**src/rtl/axi4b_pkg.sv**
```systemverilog
// Shared AXI4 B-channel types: response codes and the queued {id, resp} entry.
// Entry id is sized for the widest supported ID; narrower IDs are zero-extended.
package axi4b_pkg;

    typedef enum logic [1:0] {
        OKAY   = 2'b00,
        EXOKAY = 2'b01,
        SLVERR = 2'b10,
        DECERR = 2'b11
    } resp_e;

    localparam int ID_MAX_W = 8;

    typedef struct packed {
        logic [ID_MAX_W-1:0] id;
        resp_e               resp;
    } b_entry_t;

    function automatic logic resp_is_err(input logic [1:0] r);
        return r[1];
    endfunction

endpackage

```
**src/rtl/axi4b_if.sv**
```systemverilog
// AXI4 write-response (B) channel; the slave drives bid/bresp/bvalid, the master drives bready.
interface axi4b_if #(
    parameter int ID_W = 1
) ();
    logic [ID_W-1:0] bid;
    logic [1:0]      bresp;
    logic            bvalid;
    logic            bready;

    modport master (input bid, input bresp, input bvalid, output bready);
    modport slave  (output bid, output bresp, output bvalid, input bready);
endinterface

```
**src/rtl/axi4b_resp_fifo.sv**
```systemverilog
// N-entry FIFO with pointers wrapping modulo N (N need not be a power of two).
// Head is read combinationally; caller guarantees no push when full and no pop when empty.
module axi4b_resp_fifo #(
    parameter int N = 3,
    parameter int W = 8
) (
    input  logic         clk,
    input  logic         rst,
    input  logic         push_i,
    input  logic [W-1:0] wdata_i,
    input  logic         pop_i,
    output logic [W-1:0] rdata_o,
    output logic         empty_o
);
    localparam int PW = (N > 1) ? $clog2(N) : 1;
    localparam int CW = $clog2(N + 1);

    logic [W-1:0]  mem_q [N];
    logic [PW-1:0] wr_ptr_q, rd_ptr_q;
    logic [CW-1:0] cnt_q;

    function automatic logic [PW-1:0] bump(input logic [PW-1:0] p);
        return (p == PW'(N - 1)) ? '0 : p + 1'b1;
    endfunction

    always_ff @(posedge clk) begin
        if (rst) begin
            wr_ptr_q <= '0;
            rd_ptr_q <= '0;
            cnt_q    <= '0;
        end else begin
            if (push_i) wr_ptr_q <= bump(wr_ptr_q);
            if (pop_i)  rd_ptr_q <= bump(rd_ptr_q);
            cnt_q <= cnt_q + CW'(push_i) - CW'(pop_i);
        end
    end

    always_ff @(posedge clk) begin
        if (push_i) mem_q[wr_ptr_q] <= wdata_i;
    end

    assign rdata_o = mem_q[rd_ptr_q];
    assign empty_o = (cnt_q == '0);

endmodule

```
**src/rtl/axi4b_resp_gen.sv**
```systemverilog
// B-response generator: output register plus (DEPTH-1)-deep queue, strict FIFO order, 1-cycle latency.
// done_ready is registered from the next count, so a pop while full frees a slot only on the following cycle.
module axi4b_resp_gen
    import axi4b_pkg::*;
#(
    parameter int DEPTH = 4,
    parameter int ID_W  = 1
) (
    input  logic                     clk,
    input  logic                     rst,
    input  logic                     done_valid,
    input  logic [ID_W-1:0]          done_id,
    input  logic [1:0]               done_resp,
    output logic                     done_ready,
    axi4b_if.slave                   b_if,
    output logic [$clog2(DEPTH):0]   count,
    output logic                     err_seen
);
    localparam int CW = $clog2(DEPTH) + 1;

    logic            bvalid_q, bvalid_d;
    logic [ID_W-1:0] bid_q, bid_d;
    logic [1:0]      bresp_q, bresp_d;
    logic [CW-1:0]   count_q, count_d;
    logic            err_q, err_d;
    logic            rdy_q;

    logic            accept, xfer, push, pop, fifo_empty;
    b_entry_t        din, head;
    logic [$bits(b_entry_t)-1:0] head_raw;
    logic [ID_MAX_W-1:0]         head_id_unused;

    assign din            = '{id: ID_MAX_W'(done_id), resp: resp_e'(done_resp)};
    assign head           = b_entry_t'(head_raw);
    assign head_id_unused = head.id;

    axi4b_resp_fifo #(.N(DEPTH - 1), .W($bits(b_entry_t))) u_fifo (
        .clk     (clk),
        .rst     (rst),
        .push_i  (push),
        .wdata_i (din),
        .pop_i   (pop),
        .rdata_o (head_raw),
        .empty_o (fifo_empty)
    );

    always_comb begin
        accept   = done_valid && rdy_q;
        xfer     = bvalid_q && b_if.bready;
        pop      = xfer && !fifo_empty;
        // Queue is bypassed whenever the output register is (or is becoming) free with nothing ahead.
        push     = accept && bvalid_q && !(xfer && fifo_empty);
        bvalid_d = bvalid_q;
        bid_d    = bid_q;
        bresp_d  = bresp_q;
        if (pop) begin
            bvalid_d = 1'b1;
            bid_d    = head.id[ID_W-1:0];
            bresp_d  = head.resp;
        end else if (accept && (!bvalid_q || xfer)) begin
            bvalid_d = 1'b1;
            bid_d    = done_id;
            bresp_d  = done_resp;
        end else if (xfer) begin
            bvalid_d = 1'b0;
        end
        count_d = count_q + CW'(accept) - CW'(xfer);
        err_d   = err_q || (xfer && resp_is_err(bresp_q));
    end

    always_ff @(posedge clk) begin
        if (rst) begin
            bvalid_q <= 1'b0;
            bid_q    <= '0;
            bresp_q  <= '0;
            count_q  <= '0;
            err_q    <= 1'b0;
            rdy_q    <= 1'b0;
        end else begin
            bvalid_q <= bvalid_d;
            bid_q    <= bid_d;
            bresp_q  <= bresp_d;
            count_q  <= count_d;
            err_q    <= err_d;
            rdy_q    <= (count_d < CW'(DEPTH));
        end
    end

    assign b_if.bvalid = bvalid_q;
    assign b_if.bid    = bid_q;
    assign b_if.bresp  = bresp_q;
    assign done_ready  = rdy_q;
    assign count       = count_q;
    assign err_seen    = err_q;

endmodule
```
**src/flat_wrapper.sv**
```systemverilog
// flat-port wrapper written by rule: the top's interface ports become plain ports
module axi4b_resp_gen_flat import axi4b_pkg::*;
#(
    parameter int DEPTH = 4,
    parameter int ID_W  = 1
)
  (clk, rst, done_valid, done_id, done_resp, done_ready, count, err_seen, b_if_bid, b_if_bresp, b_if_bvalid, b_if_bready);
  axi4b_if #(.ID_W(ID_W)) b_if_i ();
  input  logic clk;
  input  logic rst;
  input  logic done_valid;
  input  logic [ID_W-1:0] done_id;
  input  logic [1:0] done_resp;
  output logic done_ready;
  output logic [$clog2(DEPTH):0] count;
  output logic err_seen;
  output wire logic [$bits(b_if_i.bid)-1:0] b_if_bid;
  output wire logic [$bits(b_if_i.bresp)-1:0] b_if_bresp;
  output wire logic [$bits(b_if_i.bvalid)-1:0] b_if_bvalid;
  input wire logic [$bits(b_if_i.bready)-1:0] b_if_bready;
  assign b_if_bid = b_if_i.bid;
  assign b_if_bresp = b_if_i.bresp;
  assign b_if_bvalid = b_if_i.bvalid;
  assign b_if_i.bready = b_if_bready;
  axi4b_resp_gen #(.DEPTH(DEPTH), .ID_W(ID_W)) u_core (.clk(clk), .rst(rst), .done_valid(done_valid), .done_id(done_id), .done_resp(done_resp), .done_ready(done_ready), .b_if(b_if_i), .count(count), .err_seen(err_seen));
endmodule
```
**config.mk**
```make
export PLATFORM = sky130hd
export DESIGN_NAME = axi4b_resp_gen_flat
export DESIGN_NICKNAME = d
export VERILOG_FILES = /design/src/rtl/axi4b_pkg.sv /design/src/rtl/axi4b_if.sv /design/src/rtl/axi4b_resp_fifo.sv /design/src/rtl/axi4b_resp_gen.sv /design/src/flat_wrapper.sv
export SDC_FILE = /design/constraint.sdc
export NUM_CORES = 1
export LEC_CHECK = 0
export ABC_CLOCK_PERIOD_IN_PS = 4200
export BUFFER_PORTS_ARGS = -buffer_cell sky130_fd_sc_hd__buf_2
export CORE_MARGIN = 2
export CORE_UTILIZATION = 45
export CTS_BUF_LIST = sky130_fd_sc_hd__clkbuf_2
export CTS_CLUSTER_SIZE = 20
export DETAILED_ROUTE_END_ITERATION = 8
export GPL_TIMING_DRIVEN = 1
export PLACE_DENSITY = 0.69
export SYNTH_ARGS = -nofsm -noshare
export SYNTH_HDL_FRONTEND = slang
export SYNTH_SLANG_ARGS = --single-unit
```
**constraint.sdc**
```tcl
create_clock -name clk -period 4.2 [get_ports clk]
set_input_delay 0.63 -clock clk [delete_from_list [all_inputs] [get_ports clk]]
set_output_delay 0.63 -clock clk [all_outputs]
set_load 0.05 [all_outputs]
```
Yosys cells after proc, flatten, opt, wreduce, memory -nomap -nowiden
Memory sizes are Yosys's and may differ from the RTL's. A register that Yosys moved wholly into a read port is not among the register bits.
Cells that the tools add are included.
{"block": "totals", "memories": 1, "latch_bits": 0, "mem_bits_ro": 0, "ff_bits": 15, "word_cells": 48, "mem_bits_rw": 9, "output_inout_bits": 9}
{"block": "op_classes", "n_div": 0, "shifts": 0, "n_reduce_logical": 16, "n_eq_ne": 2, "n_mux": 13, "mul": 0, "n_bitwise": 0, "addsub": 6, "order_cmp": 1}
{"memory": "u_core.u_fifo.mem_q", "depth": 3, "word_bits": 3, "rd": 1, "rd_clocked_by_memory_dff": 1, "write_ports": 1, "line_no": "axi4b_resp_fifo.sv:18", "text": "logic [W-1:0] mem_q [N];"}
{"cell": "2-bit 2-to-1 mux", "count": 6}
{"cell": "1-bit logical AND", "count": 8}
{"cell": "1-bit 2-to-1 mux", "count": 7}
{"cell": "2-bit by 1-bit adder with 2-bit output, second input constant", "count": 2}
{"cell": "2-bit equality test, second input constant", "count": 2}
{"cell": "3-bit by 1-bit adder with 3-bit output", "count": 1}
{"cell": "1-bit logical NOT", "count": 3}
{"cell": "3-bit < comparator, second input constant", "count": 1}
{"cell": "3-bit nonzero test", "count": 1}
{"cell": "3-bit by 1-bit subtractor with 3-bit output", "count": 1}
{"cell": "2-bit by 1-bit adder with 2-bit output", "count": 1}
{"cell": "2-bit logical NOT", "count": 1}
{"cell": "1-bit logical OR", "count": 2}
{"cell": "2-bit nonzero test", "count": 1}
{"cell": "2-bit by 1-bit subtractor with 2-bit output", "count": 1}

Depth between registers and ports, before layout
Gate-level depths: netlist of the first run.
{"block": "logic_depth", "word_depth": 6, "ltp_mapped": 8}

Modules after synthesis
From an unflattened synthesis of the first run, not the netlist that was laid out.
{"block": "unflattened", "hier_cells": 140, "hier_area_um2": 1848.0}
{"module": "axi4b_resp_fifo", "seq_area_each_um2": 1061.0, "n_inst": 1, "area_per_inst_um2": 1430.1, "cells_each": 94}
{"module": "axi4b_resp_gen", "seq_area_each_um2": 180.2, "n_inst": 1, "area_per_inst_um2": 417.9, "cells_each": 46}

Least setup slack after synthesis of the first run
Ideal clock, no wire load.
{"block": "synth_timing", "kind": "reg-to-reg", "start": "reg u_core.bvalid_q, in the netlist u_core.b_if.bvalid", "end": "reg u_core.u_fifo.cnt_q[1]", "t_required_ns": 4.071, "period_less_slack_ns": 2.077, "setup_time_ns": 0.129, "t_arrival_ns": 1.948, "path_buffers": 0, "stages_incl_launch_ff": 9, "setup_slack_ns": 2.123, "cell_sequence": "dfxtp_1 -> o211ai_1 -> inv_1 -> ha_1 -> inv_1 -> ha_1 -> xor2_1 -> xnor2_1 -> nor2_1"}
{"block": "synth_between", "elab_chain_cells": 6, "elab_cells_between_ends": 8, "cone_classes": "2 x add/sub; 6 x reduce/logical"}
{"item": "start, declared", "line_no": "axi4b_resp_gen.sv:21", "text": "logic bvalid_q, bvalid_d;"}
{"item": "start signal, assigned", "line_no": "axi4b_resp_gen.sv:80", "text": "bvalid_q <= bvalid_d;"}
{"item": "1-bit logical AND", "line_no": "axi4b_resp_gen.sv:49", "text": "xfer = bvalid_q && b_if.bready;"}
{"item": "1-bit logical AND", "line_no": "axi4b_resp_gen.sv:52", "text": "push = accept && bvalid_q && !(xfer && fifo_empty);"}
{"item": "1-bit logical NOT", "line_no": "axi4b_resp_gen.sv:52"}
{"item": "1-bit logical AND", "line_no": "axi4b_resp_gen.sv:52"}
{"item": "2-bit by 1-bit adder with 2-bit output", "line_no": "axi4b_resp_fifo.sv:34", "text": "cnt_q <= cnt_q + CW'(push_i) - CW'(pop_i);"}
{"item": "2-bit by 1-bit subtractor with 2-bit output *", "line_no": "axi4b_resp_fifo.sv:34"}
{"item": "end signal, assigned", "line_no": "axi4b_resp_fifo.sv:34"}
{"item": "end, declared", "line_no": "axi4b_resp_fifo.sv:20", "text": "logic [CW-1:0] cnt_q;"}
Mark *: on every way between the ends. The rest lies on a longest branch, timed or not.
A chain may end at the register's enable or synchronous reset.

Final worst setup path of the first run
{"block": "layout_timing", "start": "reg u_core.u_fifo.cnt_q[1]", "end": "reg u_core.u_fifo.cnt_q[1]"}
{"block": "layout_between", "elab_chain_cells": 6, "elab_cells_between_ends": 8, "cone_classes": "2 x add/sub; 6 x reduce/logical"}
{"item": "2-bit logical NOT", "line_no": "axi4b_resp_fifo.sv:43", "text": "assign empty_o = (cnt_q == '0);"}
{"item": "1-bit logical AND", "line_no": "axi4b_resp_gen.sv:52"}
{"item": "1-bit logical NOT", "line_no": "axi4b_resp_gen.sv:52"}
{"item": "1-bit logical AND", "line_no": "axi4b_resp_gen.sv:52"}
{"item": "2-bit by 1-bit adder with 2-bit output", "line_no": "axi4b_resp_fifo.sv:34"}
{"item": "2-bit by 1-bit subtractor with 2-bit output *", "line_no": "axi4b_resp_fifo.sv:34"}
Marks and branches as above.

==> results.json, run 1 <==
{
  "status": "finished clean",
  "worst-r2r-cell-count": 8,
  "htree_levels": 1,
  "leakage_nw": 0.500,
  "yosys_warnings": 0,
  "cts-resized-gates": 0,
  "wire_per_inst_microns": 11.5,
  "n_antenna_cell": 0,
  "synthTopCellsByArea": "dfxtp_1 33%, edfxtp_1 26%, nand2_1 4.4%",
  "cts_hold_buf": 0,
  "synthDominantCellAreaShare_pct": 32.9,
  "die_area_sq_um": 2700,
  "start_util_pct": 47.2,
  "powerDensity_nw_per_um2": 483,
  "die_h_microns": 51.9,
  "cts_buffer_depth": 2,
  "grt_pass1_wl_microns": 2790,
  "max_stage_delay_ns": 0.45,
  "drtIter0Drc": 5,
  "setup-tns-final_ns": 0,
  "cp_cell_sequence": "o211ai_1 > inv_1 > ha_1 > inv_1 > ha_1 > xor2_1 > xnor2_1 > nor2_1",
  "layout.nets": 124,
  "dp.cells": 136,
  "crit_path_start_kind": "register",
  "worst_pin_slew_ns": 0.506,
  "rsz0062_at_grt": "false",
  "syn_nets": 105,
  "yosysSeqAreaShare_pct": 59.1,
  "hp-class": "register to register",
  "drc_errors": 0,
  "report.final.slew_viol_count": 0,
  "syn_inst": 94,
  "critPathSlowestCell": "o211ai_1",
  "antenna_found_initial": 0,
  "postRouteAntennaNets": 0,
  "fin_crit_sh_pct": 46.9,
  "numClockSinks": 26,
  "synth-seq-cells": 26,
  "gp_congestion": 0.862,
  "finalPower_uw": 560,
  "pin_count": 16,
  "drive_above_1_share_pct": 17.9,
  "required_ns": 4.45,
  "hpwl_microns": 1280,
  "core_sq_um": 2190,
  "crit_type": "register to register",
  "numCtsBuffers": 3,
  "portBuffers": 15,
  "first_pass_iters": 4,
  "syn_avg_cell_area_sq_um": 11.0,
  "fp-row-count": 17,
  "yosys.area.top_type": "dfxtp_1",
  "grt-ovfl-total": 0,
  "fmax_mhz": 507,
  "vias": 689,
  "drt_wl_total_microns": 1610,
  "grtUsageTotal_pct": 14.2,
  "cts_setup_buffers": 0,
  "peakVddDrop_mv": 0.227,
  "hold_depth": 2,
  "placed_area_sq_um": 1140,
  "tritoncts": "done",
  "hold_violations": 0,
  "cp.arrival_ns": 2.22,
  "clk_pin_slew_ns": 0.21,
  "root_buffer": "clkbuf_2",
  "cp_max_fo": 8,
  "whs_ns": 0.502,
  "clkLatencyLatePin_ns": 0.33,
  "synthToLayoutAreaGrowth_pct": 12.1,
  "setup_viol": 0,
  "via_per_inst": 4.92,
  "yosysUniqueCellTypes": 27,
  "final_cell_count_no_fill": 140,
  "timing.slew.headroom_pct": 66.1,
  "fill_cells": 216,
  "endpoint_kind": "register",
  "stdcell_area_sq_um": 1160,
  "grt_start_max_net_pins": 16,
  "first_global_vias": 677,
  "synth_area_sq_um": 1030,
  "die-width_microns": 51.9,
  "min_period_ns": 1.97,
  "fin_skew_ns": 0.00394,
  "drv_cap": 0
}
## power breakdown
part | leakage (nW) | internal (mW) | total (mW) | switching, mW
combinational | 0.267 | 0.0497 | 0.172 | 0.122
sequential | 0.219 | 0.285 | 0.301 | 0.0166
clock | 0.0140 | 0.0207 | 0.0867 | 0.0660
## registers in the layout, indices dropped and copies added, names as in the netlist, named ones only
signal                  count
u_core.done_ready           1
u_core.b_if.bid             1
u_core.count                3
u_core.u_fifo.wr_ptr_q      2
u_core.b_if.bvalid          1
u_core.u_fifo.cnt_q         2
u_core.u_fifo.rd_ptr_q      2
u_core.b_if.bresp           2
u_core.u_fifo.mem_q         9
u_core.err_seen             1
## area by class of cell
cell class	count	area, sq um	area share (%)
multi-input combinational	60	393	33.9
tap	28	35.0	3.02
timing repair buffer	15	75.1	6.48
clock buffer	3	15.0	1.30
clock inverter	1	3.75	0.324
sequential	26	611	52.7
inverter	7	26.3	2.27
## logic make-up after synthesis
family                     after synthesis  synth area share [%]
AOI/OAI and AO/OA                       16                  10.9
xor gates and xnor gates                 4                  3.39
adders and majority gates                4                  5.57
buffers and inverters                    8                  2.91
DFF                                     26                  59.1
muxes                                    3                  2.91
and+or+nand+nor                         33                  15.3
## synth_stat cells
library cell and n:
fa_1 1, o21ai_0 1, nand3_1 1, or2_2 1, inv_1 7, or2b_1 1, xor2_1 2, ha_1 3
or3_1 1, nor3b_1 2, a21boi_1 1, a21oi_1 3, xnor2_1 2, or3b_1 1, a21oi_2 1, a31oi_1 2
nand2_1 12, nor3_1 1, nor2b_1 4, a311oi_1 3, edfxtp_1 9, dfxtp_1 17, clkbuf_1 1, a21o_1 1
nor2_1 9, mux2i_1 3, o211ai_1 4
## cell usage in the layout (no fill, tap or decap), drive strengths merged, types with 2 or more instances in the layout
cell / n
a31oi: 2
mux2i: 3
a21oi: 4
a311oi: 3
buf: 15
edfxtp: 9
inv: 7
nor2: 9
nor2b: 4
clkbuf: 3
dfxtp: 17
nand2: 12
ha: 3
xor2: 2
o211ai: 4
xnor2: 2
nor3b: 2
## critical path, delay by kind of cell (launching register included)
kind                     cells  cell delay [ns]
adder cells (fa/ha/maj)      2             0.48
AO/OA/AOI/OAI                1             0.45
flip-flops                   1             0.39
XOR/XNOR                     2             0.30
buffers and inverters        2             0.21
AND/OR/NAND/NOR              1             0.05
## routing by layer
layer,global-route usage (%),wire (microns)
met5,0,0
met4,2.63,9
met3,6.03,81
met2,24.3,782
met1,16.6,735
## stage by stage
stage,worst slack (ns),util [%]
after global routing,1.99,52.9
final,2.23,52.9
after CTS,2.21,52.9
after detailed placement,2.02,52.0
after floorplan,2.12,-
after global placement,2.08,52.0
## path summary, 6_finish.rpt
kind	start	endpoint	slack (ns)
worst min register to register	u_core.u_fifo.wr_ptr_q[0]	u_core.u_fifo.wr_ptr_q[0]	0.50
worst min-delay path	u_core.u_fifo.wr_ptr_q[0]	u_core.u_fifo.wr_ptr_q[0]	0.50
worst max-delay path	u_core.u_fifo.cnt_q[1]	u_core.u_fifo.cnt_q[1]	2.23
worst max register to register	u_core.u_fifo.cnt_q[1]	u_core.u_fifo.cnt_q[1]	2.23
Note: power is estimated with default switching activity, not from simulation.
==> run 2, diff against run 1 <==
- ABC_CLOCK_PERIOD_IN_PS: 4200 -> 1600
- PLACE_DENSITY: 0.69 -> 0.71
- clock period: 4.2 -> 1.6 ns (I/O delays scaled with it)
==> results.json, run 2 (synthesized netlist as in run 1, its figures left out) <==
{
  "timing.slew.headroom_pct": 80.3,
  "setup-tns-final_ns": -0.0472,
  "drtIter0Drc": 8,
  "fill_cells": 191,
  "pin_count": 16,
  "use_met1_pct": 19.5,
  "fmax_mhz": 607,
  "clk_pin_slew_ns": 0.25,
  "drv_cap": 0,
  "final_common_cell": "buf_2",
  "power.internal_mw": 1.12,
  "met3_usage_pct": 3.16,
  "cts_buffer_depth": 2,
  "tritoncts": "done",
  "final_util_pct": 59.0,
  "postRouteAntennaNets": 0,
  "first_global_vias": 718,
  "via_per_inst": 4.89,
  "layout.nets": 134,
  "holdPathEnd": "u_core.u_fifo.mem_q[2][0]",
  "grt_start_max_net_pins": 16,
  "die_area_sq_um": 2700,
  "fin_crit_sh_pct": 103,
  "violations": "negative setup slack",
  "crit_path_start_kind": "register",
  "required_ns": 1.86,
  "hold_violations": 0,
  "min_period_ns": 1.65,
  "setup_viol": 1,
  "report.final.slew_viol_count": 0,
  "r2r_setup_slack_ns": -0.05,
  "worst_slack_ns": -0.0472,
  "first_pass_iters": 4,
  "drc_errors": 0,
  "hpwl_microns": 1310,
  "worst_pin_slew_ns": 0.293,
  "endpoint_kind": "register",
  "numCtsBuffers": 3,
  "leakage_nw": 0.562,
  "cp.arrival_ns": 1.91,
  "comb_power_share_pct": 28.3,
  "worst-r2r-cell-count": 9,
  "hp-start": "done_resp[0]",
  "finalPower_mw": 1.69,
  "htree_levels": 1,
  "p_seq_share_pct": 47.5,
  "die-width_microns": 51.9,
  "hold_depth": 1,
  "drive_above_1_share_pct": 35.2,
  "final_cell_mix": "15 x buf_2, 12 x dfxtp_1, 10 x nand2_1, 10 x buf_4",
  "grt.busiest_layer": "met2",
  "fin_skew_ns": 0.0174,
  "cts_hold_buf": 0,
  "clkLatencyLatePin_ns": 0.36,
  "numClockSinks": 26,
  "cp_max_fo": 3,
  "drt_wl_total_microns": 1790,
  "antenna_found_initial": 0,
  "powerDensity_nw_per_um2": 1310,
  "rsz0062_at_grt": "true",
  "worst_r2r_endpoint": "u_core.u_fifo.cnt_q[1]",
  "largest_reg_flops": 9,
  "status": "finished, violations left",
  "fp-row-count": 17,
  "p_sw_uw": 574,
  "grt-ovfl-total": 0,
  "die_h_microns": 51.9,
  "portBuffers": 15,
  "hp-class": "input pin to register",
  "gp_congestion": 0.774,
  "n_antenna_cell": 0,
  "largest_register": "u_core.u_fifo.mem_q",
  "vias": 733,
  "peakVddDrop_mv": 0.884,
  "wire_per_inst_microns": 11.9,
  "crit_type": "register to register",
  "core_sq_um": 2190,
  "root_buffer": "clkbuf_2",
  "grt_pass1_wl_microns": 3030,
  "grtUsageTotal_pct": 15.5,
  "r2r-start": "u_core.u_fifo.cnt_q[0]",
  "clockPowerShare_pct": 24.3,
  "synthToLayoutAreaGrowth_pct": 25.1,
  "met2_usage_pct": 25.1,
  "start_util_pct": 47.2,
  "p_sw_share_pct": 33.9
}
==> run 2: area by class of cell <==
type | count | area (sq um) | area share [%]
multi-input cells | 60 | 414 | 32.0
repair buffers | 25 | 150 | 11.6
flip-flops and latches | 26 | 622 | 48.1
clock inverters | 1 | 30.0 | 2.32
well taps | 28 | 35.0 | 2.71
inverters | 7 | 26.3 | 2.03
clock buffers | 3 | 15.0 | 1.16
==> run 2: worst max path at each step <==
stage	start	end	slack [ns]
after floorplan	u_core.u_fifo.cnt_q[0]	u_core.u_fifo.cnt_q[1]	-0.20
after global placement	u_core.b_if.bvalid	u_core.u_fifo.cnt_q[1]	0.01
after detailed placement	u_core.b_if.bvalid	u_core.u_fifo.cnt_q[1]	-0.01
after CTS	u_core.u_fifo.cnt_q[1]	u_core.u_fifo.cnt_q[1]	-0.009
after global routing	u_core.u_fifo.cnt_q[0]	u_core.u_fifo.cnt_q[1]	-0.14
final	u_core.u_fifo.cnt_q[0]	u_core.u_fifo.cnt_q[1]	-0.05
==> run 2: worst max-delay path, cell delays in order, from the launching register on <==
cell,delay (ns)
dfxtp_2,0.38
buf_4,0.11
nor2_1,0.03
a21o_1,0.18
ha_1,0.29
inv_1,0.06
ha_2,0.17
xor2_1,0.17
xnor2_1,0.13
nor2_1,0.05
==> run 2: timing repair <==
| item | CTS | global route |
|---|---|---|
| setup buffers | 4 | 2 |
| endpoints found under the hold margin | 0 | 0 |
| pin swaps | 5 | 6 |
| cloned | 0 | 0 |
| endpoints found under the setup margin | 1 | 6 |
| gates resized for setup | 3 | 4 |
==> run 2: metrics by stage <==
step | hold slack [ns] | setup WS [ns] | instance area (sq um) | cells
floorplan | 0.302 | -0.200 | 1050 | 94
global placement | 0.454 | 0.0136 | 1180 | 140
detailed placement | 0.472 | -0.0149 | 1180 | 140
CTS | 0.0780 | -0.00886 | 1270 | 148
global route | 0.0692 | -0.138 | 1290 | 150
finish | 0.0771 | -0.0472 | 1290 | 150
==> run 2: layer usage <==
layer	share of wire [%]	vias up	routed length (microns)
li1	-	383	-
met1	48	337	868
met2	47	11	846
met3	3.3	2	60
met4	0.95	0	17
met5	0	-	0
==> run 2: power groups by stage <==
stage               Sequential (mW)  Combinational (mW)  Clock (mW)
floorplan                      1.02               0.151           0
global placement              0.815               0.455           0
detailed placement            0.820               0.460           0
CTS                           0.806               0.472       0.418
global route                  0.815               0.517       0.440
finish                        0.804               0.479       0.411
